==> src/rtl/argmax_classifier.sv <==
// Serial argmax over one frame of post-ReLU class scores.
// Reports winner index, winner score, runner-up score and margin.
module argmax_classifier #(
  parameter int CLASS_COUNT = 10,
  parameter int DATA_WIDTH  = 32,
  parameter int IDX_WIDTH   = $clog2(CLASS_COUNT)
) (
  input  logic                  clk,
  input  logic                  rst_n,
  input  logic                  score_valid,
  output logic                  score_ready,
  input  logic [DATA_WIDTH-1:0] score_data,
  input  logic                  score_last,
  output logic                  class_valid,
  input  logic                  class_ready,
  output logic [IDX_WIDTH-1:0]  class_idx,
  output logic [DATA_WIDTH-1:0] class_score,
  output logic [DATA_WIDTH-1:0] runner_up_score,
  output logic [DATA_WIDTH-1:0] margin,
  output logic                  frame_error
);

  typedef enum logic {
    COLLECT,
    PRESENT
  } state_e;

  localparam logic [IDX_WIDTH-1:0] LAST_IDX =
    IDX_WIDTH'(CLASS_COUNT - 1);

  state_e                state_q, state_d;
  logic [IDX_WIDTH-1:0]  cnt_q, cnt_d;
  logic [DATA_WIDTH-1:0] best_q, best_d;
  logic [IDX_WIDTH-1:0]  best_idx_q, best_idx_d;
  logic [DATA_WIDTH-1:0] second_q, second_d;
  logic                  ready_q, ready_d;
  logic                  valid_q, valid_d;
  logic [IDX_WIDTH-1:0]  idx_q, idx_d;
  logic [DATA_WIDTH-1:0] score_q, score_d;
  logic [DATA_WIDTH-1:0] runner_q, runner_d;
  logic                  ferr_q, ferr_d;

  logic                  beat;
  logic                  at_last;
  logic                  frame_end;
  logic [DATA_WIDTH-1:0] upd_best;
  logic [IDX_WIDTH-1:0]  upd_idx;
  logic [DATA_WIDTH-1:0] upd_second;

  assign beat      = score_valid && ready_q;
  assign at_last   = (cnt_q == LAST_IDX);
  assign frame_end = score_last || at_last;

  // Running top-two; strict compare keeps the lowest index on ties.
  always_comb begin
    upd_best   = best_q;
    upd_idx    = best_idx_q;
    upd_second = second_q;
    if (cnt_q == '0) begin
      upd_best   = score_data;
      upd_idx    = '0;
      upd_second = '0;
    end else if (score_data > best_q) begin
      upd_second = best_q;
      upd_best   = score_data;
      upd_idx    = cnt_q;
    end else if (score_data > second_q) begin
      upd_second = score_data;
    end
  end

  always_comb begin
    state_d    = state_q;
    cnt_d      = cnt_q;
    best_d     = best_q;
    best_idx_d = best_idx_q;
    second_d   = second_q;
    ready_d    = ready_q;
    valid_d    = valid_q;
    idx_d      = idx_q;
    score_d    = score_q;
    runner_d   = runner_q;
    ferr_d     = ferr_q;
    unique case (state_q)
      COLLECT: begin
        if (beat) begin
          best_d     = upd_best;
          best_idx_d = upd_idx;
          second_d   = upd_second;
          cnt_d      = cnt_q + IDX_WIDTH'(1);
          if (frame_end) begin
            idx_d    = upd_idx;
            score_d  = upd_best;
            runner_d = upd_second;
            ferr_d   = ~(score_last && at_last);
            cnt_d    = '0;
            state_d  = PRESENT;
            ready_d  = 1'b0;
            valid_d  = 1'b1;
          end
        end
      end
      PRESENT: begin
        if (class_ready) begin
          state_d = COLLECT;
          ready_d = 1'b1;
          valid_d = 1'b0;
        end
      end
      default: ;
    endcase
  end

  always_ff @(posedge clk or negedge rst_n) begin
    if (!rst_n) begin
      state_q    <= COLLECT;
      cnt_q      <= '0;
      best_q     <= '0;
      best_idx_q <= '0;
      second_q   <= '0;
      ready_q    <= 1'b1;
      valid_q    <= 1'b0;
      idx_q      <= '0;
      score_q    <= '0;
      runner_q   <= '0;
      ferr_q     <= 1'b0;
    end else begin
      state_q    <= state_d;
      cnt_q      <= cnt_d;
      best_q     <= best_d;
      best_idx_q <= best_idx_d;
      second_q   <= second_d;
      ready_q    <= ready_d;
      valid_q    <= valid_d;
      idx_q      <= idx_d;
      score_q    <= score_d;
      runner_q   <= runner_d;
      ferr_q     <= ferr_d;
    end
  end

  assign score_ready     = ready_q;
  assign class_valid     = valid_q;
  assign class_idx       = idx_q;
  assign class_score     = score_q;
  assign runner_up_score = runner_q;
  assign frame_error     = ferr_q;
  // runner_q never exceeds score_q, so this cannot wrap.
  assign margin          = score_q - runner_q;

endmodule

==> config.mk <==
export PLATFORM = sky130hd
export DESIGN_NAME = argmax_classifier
export DESIGN_NICKNAME = d
export VERILOG_FILES = /design/src/rtl/argmax_classifier.sv
export SDC_FILE = /design/constraint.sdc
export NUM_CORES = 1
export LEC_CHECK = 0
export BUFFER_PORTS_ARGS = -buffer_cell sky130_fd_sc_hd__buf_2
export CAP_MARGIN = 20
export CORE_UTILIZATION = 55
export CTS_CLUSTER_SIZE = 28
export DETAILED_ROUTE_END_ITERATION = 6
export GPL_TIMING_DRIVEN = 0
export PLACE_DENSITY = 0.81
export SLEW_MARGIN = 0
export SYNTH_ARGS = -nofsm -noshare
export SYNTH_HDL_FRONTEND = slang
export SYNTH_SLANG_ARGS = --single-unit
==> constraint.sdc <==
create_clock -name clk -period 4 [get_ports clk]
set_input_delay 0.8 -clock clk [delete_from_list [all_inputs] [get_ports clk]]
set_output_delay 0.8 -clock clk [all_outputs]
set_load 0.05 [all_outputs]
* After elaboration in Yosys (flattened, before gate mapping)
Index checks and enable logic that the tools add are counted.
Word-level totals: memories 0, input bits 37, bits in latches 0, ROM bits 0, flip-flop bits (word level) 144, output and inout bits 103, memory bits (writable) 0
Operators by class: $add $sub $neg 2, reductions and logical operators 7, magnitude comparators 2, muxes and demuxes 20, eq/ne operators 4, divide/modulo/power cells 0, bitwise gates (word level) 2, multipliers 0, shift operators 0
Operator list (number):
- $mux 32 | 5
- $gt 32x32->1 | 2
- $sub 32x32->32 | 1
- $mux 4 | 3
- $mux 1 | 9
- $ne 2x2->1 const B | 3
- $pmux 1 s2 | 3
- $reduce_and 3->1 | 2
- $add 4x1->4 const B | 1
- $eq 4x4->1 const B | 1
- $logic_not 4->1 | 1
- $logic_and 1x1->1 | 2
- $not 1->1 | 2
- $reduce_and 2->1 | 1
- $logic_or 1x1->1 | 1

* Logic depth before layout (Yosys ltp)
word-level depth 5, depth in mapped cells 14

* Least setup slack after synthesis
Ideal clock, no wire load.
kind register to output, from reg score_q[0] (netlist: class_score[0]), to out margin[30], data required time 3.200 ns, path slack -0.250 ns, stages on the path, launching flop included 13, data arrival time 3.450 ns, path through dfrtp_1 -> inv_1 -> ha_1 -> fa_1 -> nor2b_1 -> o21a_1 -> o211ai_1 -> a311oi_1 -> o211ai_1 -> a31oi_1 -> a211o_1 -> a21oi_1 -> xnor2_1
Between the ends: word-level cells in the longest chain between the ends 1
RTL lines:
- start: declaration | line 39 | logic [DATA_WIDTH-1:0] score_q, score_d;
- start signal: assignment | line 136 | score_q <= score_d;
- $sub 32x32->32 | line 149 | assign margin = score_q - runner_q;
- end: declaration | line 19 | output logic [DATA_WIDTH-1:0] margin,
No other way between the ends.

* Worst setup path after layout
from reg runner_q[1] (netlist: runner_up_score[1]), to out margin[31]
Between the ends: word-level cells in the longest chain between the ends 1
RTL lines:
- start: declaration | line 40 | logic [DATA_WIDTH-1:0] runner_q, runner_d;
- start signal: assignment | line 137 | runner_q <= runner_d;
- $sub 32x32->32 | line 149
No other way between the ends.

==> out/metrics.cfg <==
[setup_path]
cp_max_fo = 4
crit_path_max_incr_delay_ns = 0.39
slowest_stage = dfrtp_1
critPathLaunchType = flip-flop
path_cells = inv_2 > ha_4 > nor2b_4 > o31a_1 > o31ai_4 > nor3_4 > o311a_4 > o21ai_4 > a311oi_4 > a221oi_4 > xnor2_2 > buf_6
required_ns = 3.20
crit_type = flip-flop to output port
worstPathArrival_ns = 3.45
reg2regPathDepth = 12
cp-end-kind = output port

[sta]
timing.hold.ws_ns = 0.311
hold_viol_final = 0
slew_headroom_pct = 47.0
post-route-period-util_pct = 106
finalMaxSlewViolations = 0
worst_slew_pin_slew_ns = 0.796
worst_slack_ns = -0.250
clock_skew_ns = 0.00915
max_freq_mhz = 235
min_period_ns = 4.25
setup_violations = 6
rsz0062_at_grt = true

[place]
post-dp-hpwl_mm = 21.6
routabilityCongestion = 0.938
numPortBuffers = 139
dp.cells = 1413

[global_routing]
grt_use_total_pct = 32.9
overflow = 0
antenna_found_initial = 1
grt_pass1_wl_mm = 46.7
grt_max_degree = 89
grt_pass1_vias = 8853

[floorplan]
design.die.area_mm2 = 0.0188
initial_core_util_pct = 55.9
num_rows = 49
core-area_mm2 = 0.0180
die_x_um = 137
io_pins = 140
die_y_um = 137

[synthesis]
seq_area_frac_synth_pct = 35.9
ys_warn_count = 0
synth_edf_count = 0
synth.cell_area_mm2 = 0.0100
syn-num-nets = 1180
synth.distinct_cells = 61
synth_largest_area_cell = dfrtp_1
async_flop_share_pct = 100
avgSynthCellArea_um2 = 9.63
syn_inst = 1044
ys_seq_elements = 144
synth_top_area_share_pct = 35.6
ys.flop_type = dfrtp_1
ys_top_cells_by_area = dfrtp_1 36%, ha_1 12%, o31ai_4 5.9%

[outcome]
violations = setup timing
status = finished with violations

[layout]
nNetsFinal = 1359
synthToLayoutAreaGrowth_pct = 21.4
fin_cells = 1466
layout-drive-gt1-share_pct = 24.0
n_fill_cell = 1347

[clock_tree]
cts_tree = built
cts.sinks = 144
path_clk_slew_ns = 0.07
htreeDepth = 4
insertion_delay_ns = 0.44
cts_root_buf = clkbuf_16
clockBufferDepth = 2
holdBufCountCts = 0
cts_buffers = 17

[drt]
drt_iter0_drc = 791
num_vias = 9306
first_pass_iters = 6
drt-wirelength-per-cell_um = 20.8
postRouteAntennaNets = 0
routed_wl_mm = 30.4
drc_errors = 0
via_per_inst = 6.35

[flow_run]
maxCapViolations = 0

[hold_path]
min_path_type = input port to asynchronous set/reset pin

## critical path: cells and delay by family, from the launching register on
family                   cells  cell delay, ns
XOR/XNOR                     1            0.15
adder cells (fa/ha/maj)      1            0.20
buffers and inverters        2            0.27
flip-flops                   1            0.39
AO/OA/AOI/OAI                6            1.80
AND/OR/NAND/NOR              2            0.20
## cells by family (layout without fill, tap and decap cells)
family,Yosys count,count (layout),share of synthesized area (%)
AO/OA/AOI/OAI,314,314,27.3
AND/OR/NAND/NOR,264,264,11.6
multiplexers,32,32,3.59
XOR/XNOR,26,26,2.27
other,0,1,0
flip-flops,144,144,35.9
adder cells (fa/ha/maj),99,99,12.4
buffers and inverters,165,357,6.95
## cell usage after synthesis, types with 5 or more instances
| library cell | instances |
|---|---|
| nand3_1 | 19 |
| a31oi_1 | 38 |
| nor2_1 | 90 |
| nand4_1 | 11 |
| o31ai_4 | 28 |
| xnor2_1 | 18 |
| o31ai_1 | 7 |
| o21a_1 | 13 |
| inv_1 | 108 |
| a221o_1 | 32 |
| dfrtp_1 | 143 |
| nand2b_1 | 5 |
| nor2b_1 | 7 |
| and4_1 | 6 |
| o211ai_1 | 5 |
| o21ai_0 | 20 |
| nand2_1 | 99 |
| ha_1 | 98 |
| xor2_1 | 8 |
| nor3_1 | 8 |
| o32ai_1 | 62 |
| mux2_1 | 31 |
| clkbuf_1 | 37 |
| and3_1 | 8 |
| a21oi_1 | 38 |
| a21o_1 | 41 |
| buf_2 | 13 |
## cells in the final DEF (no fill, tap or decap), types with 7 or more instances in the layout
master	netlist	layout
buf_4	3	28
dfrtp_1	143	143
and3_1	8	8
mux2_1	31	31
nor3_1	8	7
o21ai_0	20	17
nand3_1	19	18
clkbuf_16	0	17
nand4_1	11	11
a21o_1	41	41
a21oi_2	0	7
xor2_1	8	7
inv_1	108	104
nand2_1	99	99
ha_1	98	90
a21oi_1	38	31
xnor2_1	18	13
o21a_1	13	12
clkbuf_1	37	36
nor2_1	90	89
o32ai_1	62	61
a31oi_1	38	36
o31ai_4	28	29
buf_6	1	13
a221o_1	32	32
buf_2	13	134
## per-stage QoR
step	setup WS [ns]	setup TNS (ns)	cell area, µm²	utilization [%]
final	-0.250	-1.11	12200	67.9
after global placement	-0.578	-1.66	11100	61.6
after floorplan	0.0112	0	10100	-
after detailed placement	-0.601	-1.69	11100	61.8
after CTS	-0.303	-1.25	12000	66.9
after global routing	-0.366	-2.32	12200	67.9
## routing by layer
layer / wire [µm] / vias up / global-route usage, %
li1: - / 4209 / -
met1: 12900 / 4555 / 43.8
met2: 13800 / 462 / 50.4
met3: 2750 / 80 / 9.20
met4: 978 / 0 / 13.4
met5: 0 / - / 0
## repair_timing
action	CTS	global route
resized for setup	50	38
pin swaps	22	27
setup buffers	13	8
endpoints found under the setup margin	16	17
## path summary, 6_finish.rpt
| check | start | to | slack, ns |
|---|---|---|---|
| worst max-delay path | runner_up_score[1] | margin[31] | -0.25 |
| worst min-delay path | rst_n | class_score[23] | 0.31 |
| worst max register to register | best_q[13] | class_score[2] | 0.48 |
| worst min register to register | best_idx_q[1] | best_idx_q[1] | 0.49 |
| max in group asynchronous | rst_n | best_q[8] | 2.84 |
| min in group clk | best_idx_q[1] | best_idx_q[1] | 0.49 |
## registers in the layout (all words and copies together), names as in the netlist
name	flops
class_score	32
score_ready	1
cnt_q	4
class_idx	4
class_valid	1
state_q	1
second_q	32
best_q	32
runner_up_score	32
frame_error	1
best_idx_q	4
## cell type report
type / instances / area (µm²) / share of cell area [%]
clock buffers: 20 / 467 / 3.83
repair buffers: 161 / 978 / 8.02
plain buffers: 56 / 289 / 2.37
diodes: 1 / 2.50 / 0.0205
flip-flops and latches: 144 / 3600 / 29.6
inverters: 108 / 405 / 3.32
multi-input cells: 735 / 6060 / 49.7
well taps: 229 / 287 / 2.35
clock inverters: 12 / 100 / 0.821
Power is not shown: default switching activity piles up to over one toggle a cycle in this logic, so the estimate is an artifact.
